### config.mk
export PLATFORM = sky130hd
export DESIGN_NAME = register_bank_8x8
export DESIGN_NICKNAME = d
export VERILOG_FILES = /design/src/rtl/register_bank_8x8.sv
export SDC_FILE = /design/constraint.sdc
export NUM_CORES = 1
export LEC_CHECK = 0
export ABC_CLOCK_PERIOD_IN_PS = 2500
export BUFFER_PORTS_ARGS = -buffer_cell sky130_fd_sc_hd__buf_4
export CORE_MARGIN = 8
export CORE_UTILIZATION = 53
export DETAILED_ROUTE_END_ITERATION = 6
export GPL_TIMING_DRIVEN = 0
export HOLD_SLACK_MARGIN = 0.02
export PLACE_DENSITY = 0.76
export SYNTH_ARGS = -nofsm -noshare
export SYNTH_HDL_FRONTEND = slang
export SYNTH_SLANG_ARGS = --single-unit
### constraint.sdc
create_clock -name clk -period 2.5 [get_ports clk]
set_input_delay 0.75 -clock clk [delete_from_list [all_inputs] [get_ports clk]]
set_output_delay 0.75 -clock clk [all_outputs]
set_load 0.03 [all_outputs]
### src/rtl/register_bank_8x8.sv
// Eight-entry register bank with one-hot write select and two registered read ports.
// Define REGBANK_BYPASS_EN to forward same-edge write data to a matching read port.
module register_bank_8x8 #(
   parameter int WIDTH = 8
) (
   input  logic             clk,
   input  logic             rst,
   input  logic [7:0]       wr_sel,
   input  logic [WIDTH-1:0] wr_data,
   input  logic [2:0]       rd_addr_a,
   input  logic [2:0]       rd_addr_b,
   output logic [WIDTH-1:0] rd_data_a,
   output logic [WIDTH-1:0] rd_data_b,
   output logic             sel_err,
   output logic [7:0]       wr_count
);

   logic [WIDTH-1:0] regs [8];
   logic             multi_hot;
   logic             one_hot;
   logic [2:0]       wr_idx;
   logic             byp_a;
   logic             byp_b;

   // Clearing the lowest set bit leaves a non-zero value only when two or more bits are set
   assign multi_hot = (wr_sel & (wr_sel - 8'd1)) != 8'd0;
   assign one_hot   = (wr_sel != 8'd0) && !multi_hot;

   always_comb begin
      wr_idx = 3'd0;
      for (int i = 0; i < 8; i++) begin
         if (wr_sel[i]) wr_idx = 3'(i);
      end
   end

`ifdef REGBANK_BYPASS_EN
   assign byp_a = one_hot && (rd_addr_a == wr_idx);
   assign byp_b = one_hot && (rd_addr_b == wr_idx);
`else
   assign byp_a = 1'b0;
   assign byp_b = 1'b0;
`endif

   always_ff @(posedge clk) begin
      if (rst) begin
         for (int i = 0; i < 8; i++) regs[i] <= '0;
         rd_data_a <= '0;
         rd_data_b <= '0;
         sel_err   <= 1'b0;
         wr_count  <= 8'd0;
      end else begin
         if (one_hot) begin
            regs[wr_idx] <= wr_data;
            wr_count     <= wr_count + 8'd1;
         end
         sel_err   <= multi_hot;
         rd_data_a <= byp_a ? wr_data : regs[rd_addr_a];
         rd_data_b <= byp_b ? wr_data : regs[rd_addr_b];
      end
   end

endmodule

== Yosys cells after proc, flatten, opt, wreduce, memory -nomap -nowiden ==
Memory sizes are Yosys's and may differ from the RTL's. A register that Yosys moved wholly into a read port is not among the register bits.
Index checks and enable logic that the tools add are counted.

* Reduce and logical (&&, ||, !) cells: 5
* $add $sub $neg: 2
* Bitwise logic cells: 1
* Multiplexer cells: 15

{| class="wikitable"
|+ Operators by type and width
! operator !! number
|-
| nonzero test 8 bit || 2
|-
| 2-to-1 mux 3 bit || 5
|-
| adder 8 x 1 -> 8 bit, second input constant || 1
|-
| bitwise AND 8 bit || 1
|-
| 2-to-1 mux 8 bit || 1
|-
| OR reduction 8 bit || 1
|-
| subtractor 8 x 1 -> 8 bit, second input constant || 1
|-
| 2-to-1 mux 1 bit || 7
|-
| 2-to-1 mux 2 bit || 2
|-
| logical AND 1 bit || 1
|-
| logical NOT 1 bit || 1
|}

* Bits in writable memories: 64
* Register bits: 9
* Output and inout port bits: 25
* Memories kept: 1
* Input port bits: 24
* Word-level logic and storage cells: 26

{| class="wikitable"
|+ Memories
! memory !! words !! width !! rd ports !! clocked after Yosys merged registers in !! write ports !! RTL line !! RTL
|-
| regs || 8 || 8 || 2 || 2 || 8 || 18 || <nowiki>logic [WIDTH-1:0] regs [8];</nowiki>
|}

== Longest topological paths before layout ==
Gate-level depths: netlist (run 1).

* Depth in word-level cells: 10
* Depth in mapped cells: 6
* Gate-level depth less buffers: 5

== Worst setup path before layout (run 1) ==
Ideal clock, no wire load.

* Kind: in2reg
* Start point: input wr_sel[4]
* End point: memory regs[2][0] (enable)
* Library setup time: 0.309 ns
* Cell stages on the path: 5
* Data arrival time: 2.281 ns
* Setup slack: -0.090 ns
* Cell sequence: or3_1 > a311oi_2 > nor2_1 > nor4b_4 > or2_2

{| class="wikitable"
|+ RTL lines
! what !! RTL line !! RTL
|-
| start: declaration || 8 || <nowiki>input logic [7:0] wr_sel,</nowiki>
|-
| end: declaration || 18 ||
|}

==> summary.txt, run 1 <==
Final layout
  – Final core occ: 0.629
  – Area grow syn2layout: 17.0%
  – Antenna diode count: 0
  – Most frequent cells in the layout: and2_1 (64), edfxtp_1 (64), buf_4 (42)
  – Nets: about 380
  – Share of cells above drive strength 1: 0.316
  – FILL cells: between 600 and 700
  – Fin area: a little over 5000 sq um
  – Finished Layout Cells: approximately 470

Logic synthesis
  – Yosys Warn Count: 0
  – Syn Nets: about 330
  – Gate Count Post-Synth: roughly 310
  – Synth cell types: 43
  – Synth top area cells: edfxtp_1 (44%), mux4_2 (17%), dfxtp_1 (12%), and2_1 (9.2%), mux2i_1 (3.9%)
  – Largest area contributor in the netlist: edfxtp_1
  – Register area share after synthesis: 0.557
  – Seq cells post-synth: 89
  – Synth top area share: 0.442
  – Async SR Flop Fraction: 0
  – Mean area per synthesized cell: around 14 sq um
  – Top FF cell, synth: edfxtp_1
  – EDFF count, synth: 64
  – Netlist Area Pre-Place: roughly 4400 sq um

Clocking
  – CTS sink count: slightly below 90
  – Clk Latency, worst-skew pair: 0.36 ns
  – H-tree levels: 3
  – CTS Root Cell: clkbuf_8
  – Clock slew at reported path FFs: 0.09 ns
  – Clock buffer depth: 2
  – TritonCTS clock tree: done
  – TritonCTS Buffers: 9

Routing
  – Metal3 WL: 490 microns
  – M1 wire length: about 3700 microns
  – Via count: 2714
  – Iter 0 DRT Violations: between 150 and 200
  – WL/cell: just over 20 microns
  – Uppermost layer routed: met4
  – Via density: between 5 and 6
  – Drt pass-1 iters: 4
  – Detailed Route WL: 9530 microns
  – Residual DRC: 0
  – Routed Antenna Nets: 0
  – Met2 routed WL: approximately 5000 microns

STA
  – Worst-Margin Slew: approximately 0.94 ns
  – PnR worst setup slack: 0.0478 ns
  – Aggregate negative setup slack: 0 ns
  – # setup viols final: 0
  – Max Fclk: a little over 0.4 GHz
  – Clock skew: 0.00962 ns
  – Minimum clock period: ~2.5 ns
  – Period utilisation layout: 0.981
  – Slew Limit Fails: 0
  – WHS: between 0.5 and 0.6 ns
  – Fin. Hold Viols: 0
  – RSZ-0062 raised after global routing: false
  – Worst rel slew slack: 0.366

Placement
  – RD Place Congestion: approximately 0.76
  – Number of placed cells counting well taps: around 450
  – DP Worst Slack: -0.634 ns
  – Port Buf Inserts: 39
  – HPWL Detailed: approximately 6700 microns
  – Area after DPL: about 4800 sq um

Setup path
  – Worst EP required: ~2.6 ns
  – Worst setup path class: in2reg
  – Crit path max fanout: 9
  – Startpoint types: primary input
  – CP Capture Type: flop
  – CP arrival: between 2 and 3 ns

Floorplanning
  – Core area: about 8100 sq um
  – Initial Util: 0.538
  – IO Pins: 49
  – DIE AREA: 11400 sq um
  – # rows: 33
  – Die width: 107 microns
  – Die H: 107 microns

Power
  – Combinational Power Share: 0.122
  – Internal Power: between 2 and 2.5 mW
  – Sw Pwr: 0.782 mW
  – Pleak: around 1.9 nW
  – Clock power share: 0.355
  – Worst VDD drop: approximately 270 uV
  – Net switching fraction of the power: 0.242
  – Cell Pwr Density: between 600 and 700 nW/um^2
  – Sequential share of power: 0.523
  – Tot Pwr: roughly 3.2 mW

Global routing
  – Number of global-route vias before repair: 2965
  – Largest net degree at the start of global routing: 16
  – Gr ovfl total: 0
  – Initial antenna violation count: 0
  – Gr usage total: 0.174
  – Global-route wire length before repair: around 15000 microns

Job
  – Max capacitance violation total: 0

Run status
  – Outcome: completed

Worst hold path
  – Hold crit path type: reg2reg
[final timing paths]
check | endpoint | depth (start not counted) | slack (ns) | start
setup / recovery | regs[3][7] | 6 | 0.05 | wr_sel[3]
setup reg to reg | wr_count[7] | 4 | 1.03 | wr_count[2]
hold / removal | wr_count[7] | 2 | 0.51 | wr_count[7]
hold reg to reg | wr_count[7] | 2 | 0.51 | wr_count[7]
[repair_timing]
action,in CTS,in global routing
hold buffers,0,0
buffers inserted,2,1
pin swaps,2,1
gates resized for setup,4,3
setup endpoints to repair,48,24
cloned,0,0
[Yosys cell counts, types with 2 or more instances]
library cell	instances
or3_1	4
nor3_1	3
or2_2	7
nand3_1	4
nor2_1	24
xor2_1	2
inv_1	2
mux2i_1	17
mux4_2	32
buf_1	3
a21oi_1	6
buf_2	2
clkbuf_1	13
dfxtp_1	25
o21ai_0	3
nor4_1	3
nor2b_1	2
and3_2	2
edfxtp_1	64
o21bai_1	2
and2_1	64
nand2_1	3
[power by group through the flow]
stage / Sequential, mW / Clock, mW / Combinational (mW)
floorplan: 1.76 / 0 / 0.205
global placement: 1.72 / 0 / 0.385
detailed placement: 1.72 / 0 / 0.391
CTS: 1.69 / 1.15 / 0.396
global route: 1.70 / 1.21 / 0.418
finish: 1.69 / 1.15 / 0.395
[registers in the layout, indices dropped and copies added (netlist names)]
| register | cells |
|---|---|
| regs | 64 |
| rd_data_a | 8 |
| rd_data_b | 8 |
| wr_count | 8 |
| sel_err | 1 |
[layout make-up]
class,count,area (sq um),share of cell area
plain buffers,17,73.8,0.0145
clock buffers,12,188,0.0369
clock inverters,4,52.6,0.0103
inverters,2,7.51,0.00148
multi-input cells,198,1900,0.373
flip-flops and latches,89,2420,0.476
well taps,105,131,0.0258
repair buffers,42,315,0.0620
[critical path, stage by stage]
cell,delay (ns)
buf_4,0.14
o41a_1,0.45
a311oi_4,0.37
nor2_2,0.16
and4bb_4,0.43
or2_4,0.21
[kinds of logic (layout without fill, tap and decap cells)]
| family | Yosys count | after routing | share of synthesized area |
|---|---|---|---|
| fa+ha+maj | 2 | 2 | 0.00518 |
| compound gates | 21 | 21 | 0.0377 |
| xor+xnor | 2 | 2 | 0.00403 |
| simple gates | 124 | 124 | 0.171 |
| mux | 49 | 49 | 0.205 |
| buf+inv | 21 | 77 | 0.0204 |
| flops | 89 | 89 | 0.557 |
[layer usage]
metal,GRT usage,up-vias
met2,0.307,78
li1,-,1262
met4,0.0894,0
met3,0.0480,18
met1,0.188,1356
met5,0,-
(Power assumes the default switching activity.)
==> run 2, diff against run 1 <==
Settings changed: RECOVER_POWER from default to 100.
==> run 2 against run 1 <==
Effect of this change:
- final area decreased by 2.2%
- sequential share of layout area increased by 1.1 points
- setup slack improved by 0.016 ns
- hold slack got worse by 0.0010 ns
- non-clock buffer count unchanged
- combinational power decreased by 5.6%
- first-iteration DRC count increased by 18%
- global-route usage unchanged
- clock power about the same
- critical endpoint unchanged
- routed wire length increased by 0.43%
- total power decreased by 0.86%
- largest cell class unchanged
==> summary.txt, run 2 (synthesized netlist as in run 1, its figures left out) <==
Final layout
  – FILL cells: between 600 and 700
  – Multi-input logic area: roughly 1900 sq um
  – Storage cell area: 2420 sq um
  – Max reg flops: 64
  – Most frequent cells in the layout: edfxtp_1 (64), and2_1 (44), clkbuf_1 (37)
  – Most flops, register: regs
  – Area grow syn2layout: 14.4%
  – Share of cells above drive strength 1: 0.242
  – Antenna diode count: 0
  – Commonest non-fill, non-tap cell in the layout: edfxtp_1
  – Nets: 384

Floorplanning
  – IO Pins: 49
  – DIE AREA: 11400 sq um
  – Die H: between 100 and 150 microns
  – Die width: 107 microns
  – Initial Util: 0.538
  – Core area: 8090 sq um
  – # rows: 33

Clocking
  – CTS Root Cell: clkbuf_8
  – CTS sink count: between 80 and 90
  – Clk Latency, worst-skew pair: 0.36 ns
  – TritonCTS Buffers: 9
  – TritonCTS clock tree: done
  – Clock buffer depth: 2
  – Clock slew at reported path FFs: 0.09 ns
  – H-tree levels: 3

Power
  – Worst VDD drop: between 200 and 300 uV
  – Cell Pwr Density: 643 nW/um^2
  – Pleak: approximately 1.7 nW
  – Tot Pwr: roughly 3.2 mW

Setup path
  – CP startpoint: wr_sel[3]
  – Startpoint types: primary input
  – Worst-path cell chain: buf_4 -> o41a_1 -> a311oi_4 -> nor2_2 -> and4bb_4 -> or2_4
  – Slowest cell on crit path: o41a_1
  – Worst setup path class: in2reg
  – Worst path bufs/invs: 1
  – Crit. path cell count: 6
  – Cells on worst reg2reg path: 4
  – Worst EP required: between 2 and 3 ns
  – CP arrival: roughly 2.5 ns
  – Crit path max fanout: 9
  – RR Startpoint: wr_count[2]
  – R2r setup slk: 1.03 ns
  – CP Capture Type: flop
  – Worst r2r dst: wr_count[7]
  – Delay-heaviest family, CP: compound AO/OA/AOI/OAI gates
  – CP peak stage delay: approximately 0.45 ns
  – Crit path capture: regs[3][7]

Placement
  – Port Buf Inserts: 39
  – HPWL Detailed: 6700 microns
  – RD Place Congestion: ~0.76

Routing
  – WL/cell: 20.4 microns
  – Routed Antenna Nets: 0
  – Residual DRC: 0
  – Iter 0 DRT Violations: 178
  – Drt pass-1 iters: 4
  – Via density: between 5 and 6
  – Detailed Route WL: roughly 9600 microns
  – Via count: ~2700

STA
  – Worst rel slew slack: 0.348
  – Clock skew: 0.0112 ns
  – Aggregate negative setup slack: 0 ns
  – Slew Limit Fails: 0
  – RSZ-0062 raised after global routing: false
  – Worst-Margin Slew: 0.970 ns
  – # setup viols final: 0
  – Max Fclk: approximately 0.4 GHz
  – Period utilisation layout: 0.975
  – Fin. Hold Viols: 0
  – Minimum clock period: around 2.4 ns

Global routing
  – M3 GR Usage: 0.0480
  – GR Layer Usage met2: 0.307
  – Gr usage total: 0.174
  – GR Util met1: 0.188
  – Gr busiest metal: met2
  – Number of global-route vias before repair: roughly 3000
  – Global-route wire length before repair: about 15000 microns
  – Gr ovfl total: 0
  – Largest net degree at the start of global routing: 16
  – Initial antenna violation count: 0

Job
  – Max capacitance violation total: 0

Run status
  – Outcome: completed

Worst hold path
  – Hold crit path type: reg2reg
## run 2: cell count changes in the layout (fill, tap and decap cells not counted), sizes merged
cell    before  now
buf         48   19
clkbuf      23   52
## run 2: timing repair
action | CTS | global route
endpoints found under the setup margin | 48 | 24
pin swaps | 2 | 1
cloned | 0 | 0
resized for setup | 4 | 3
endpoints found under the hold margin | 0 | 0
buffers inserted | 2 | 1
hold buffers | 0 | 0
## run 2: routing by layer
| layer | wire [microns] | part of all wire |
|---|---|---|
| met1 | 3730 | 0.39 |
| met2 | 5050 | 0.53 |
| met3 | 527 | 0.055 |
| met4 | 260 | 0.027 |
| met5 | 0 | 0 |
## run 2: worst min path at each step
stage                start          end  slack [ns]  depth (start not counted)
3_3_place_gp   wr_count[7]  wr_count[7]        0.46                          2
4_1_cts        wr_count[7]  wr_count[7]        0.52                          2
5_1_grt        wr_count[7]  wr_count[7]        0.54                          2
2_1_floorplan  wr_count[7]  wr_count[7]        0.60                          2
3_5_place_dp   wr_count[7]  wr_count[7]        0.50                          2
6_report       wr_count[4]  wr_count[4]        0.51                          2
## run 2: power breakdown
| group | leakage [nW] | total [mW] | switching [mW] | internal (mW) |
|---|---|---|---|---|
| registers | 0.814 | 1.69 | 0.0318 | 1.66 |
| clock network | 0.120 | 1.14 | 0.525 | 0.615 |
| logic | 0.801 | 0.373 | 0.219 | 0.154 |
| total | 1.73 | 3.20 | 0.776 | 2.43 |
## run 2: area by class of cell
cell class	count	area share
plain buffers	17	0.0148
clock buffers	12	0.0377
clock inverters	4	0.0106
inverters	2	0.00151
multi-input cells	198	0.379
flip-flops and latches	89	0.487
well taps	105	0.0264
repair buffers	42	0.0432
## run 2: worst reg2reg max path: cells and delay by family (launching register included)
kind             cells  cell delay [ns]
AO/OA/AOI/OAI        1             0.18
flip-flops           1             0.41
AND/OR/NAND/NOR      3             0.79
## run 2: stage by stage
stage | util | instances | setup slack, ns | hold WS [ns] | area [sq um]
2_1_floorplan | - | 308 | -0.0457 | 0.596 | 4360
3_3_place_gp | 0.592 | 452 | -0.601 | 0.463 | 4790
3_5_place_dp | 0.592 | 452 | -0.634 | 0.499 | 4790
4_1_cts | 0.625 | 468 | 0.0188 | 0.515 | 5060
5_1_grt | 0.615 | 469 | 0.0325 | 0.539 | 4980
6_report | 0.615 | 469 | 0.0634 | 0.513 | 4980
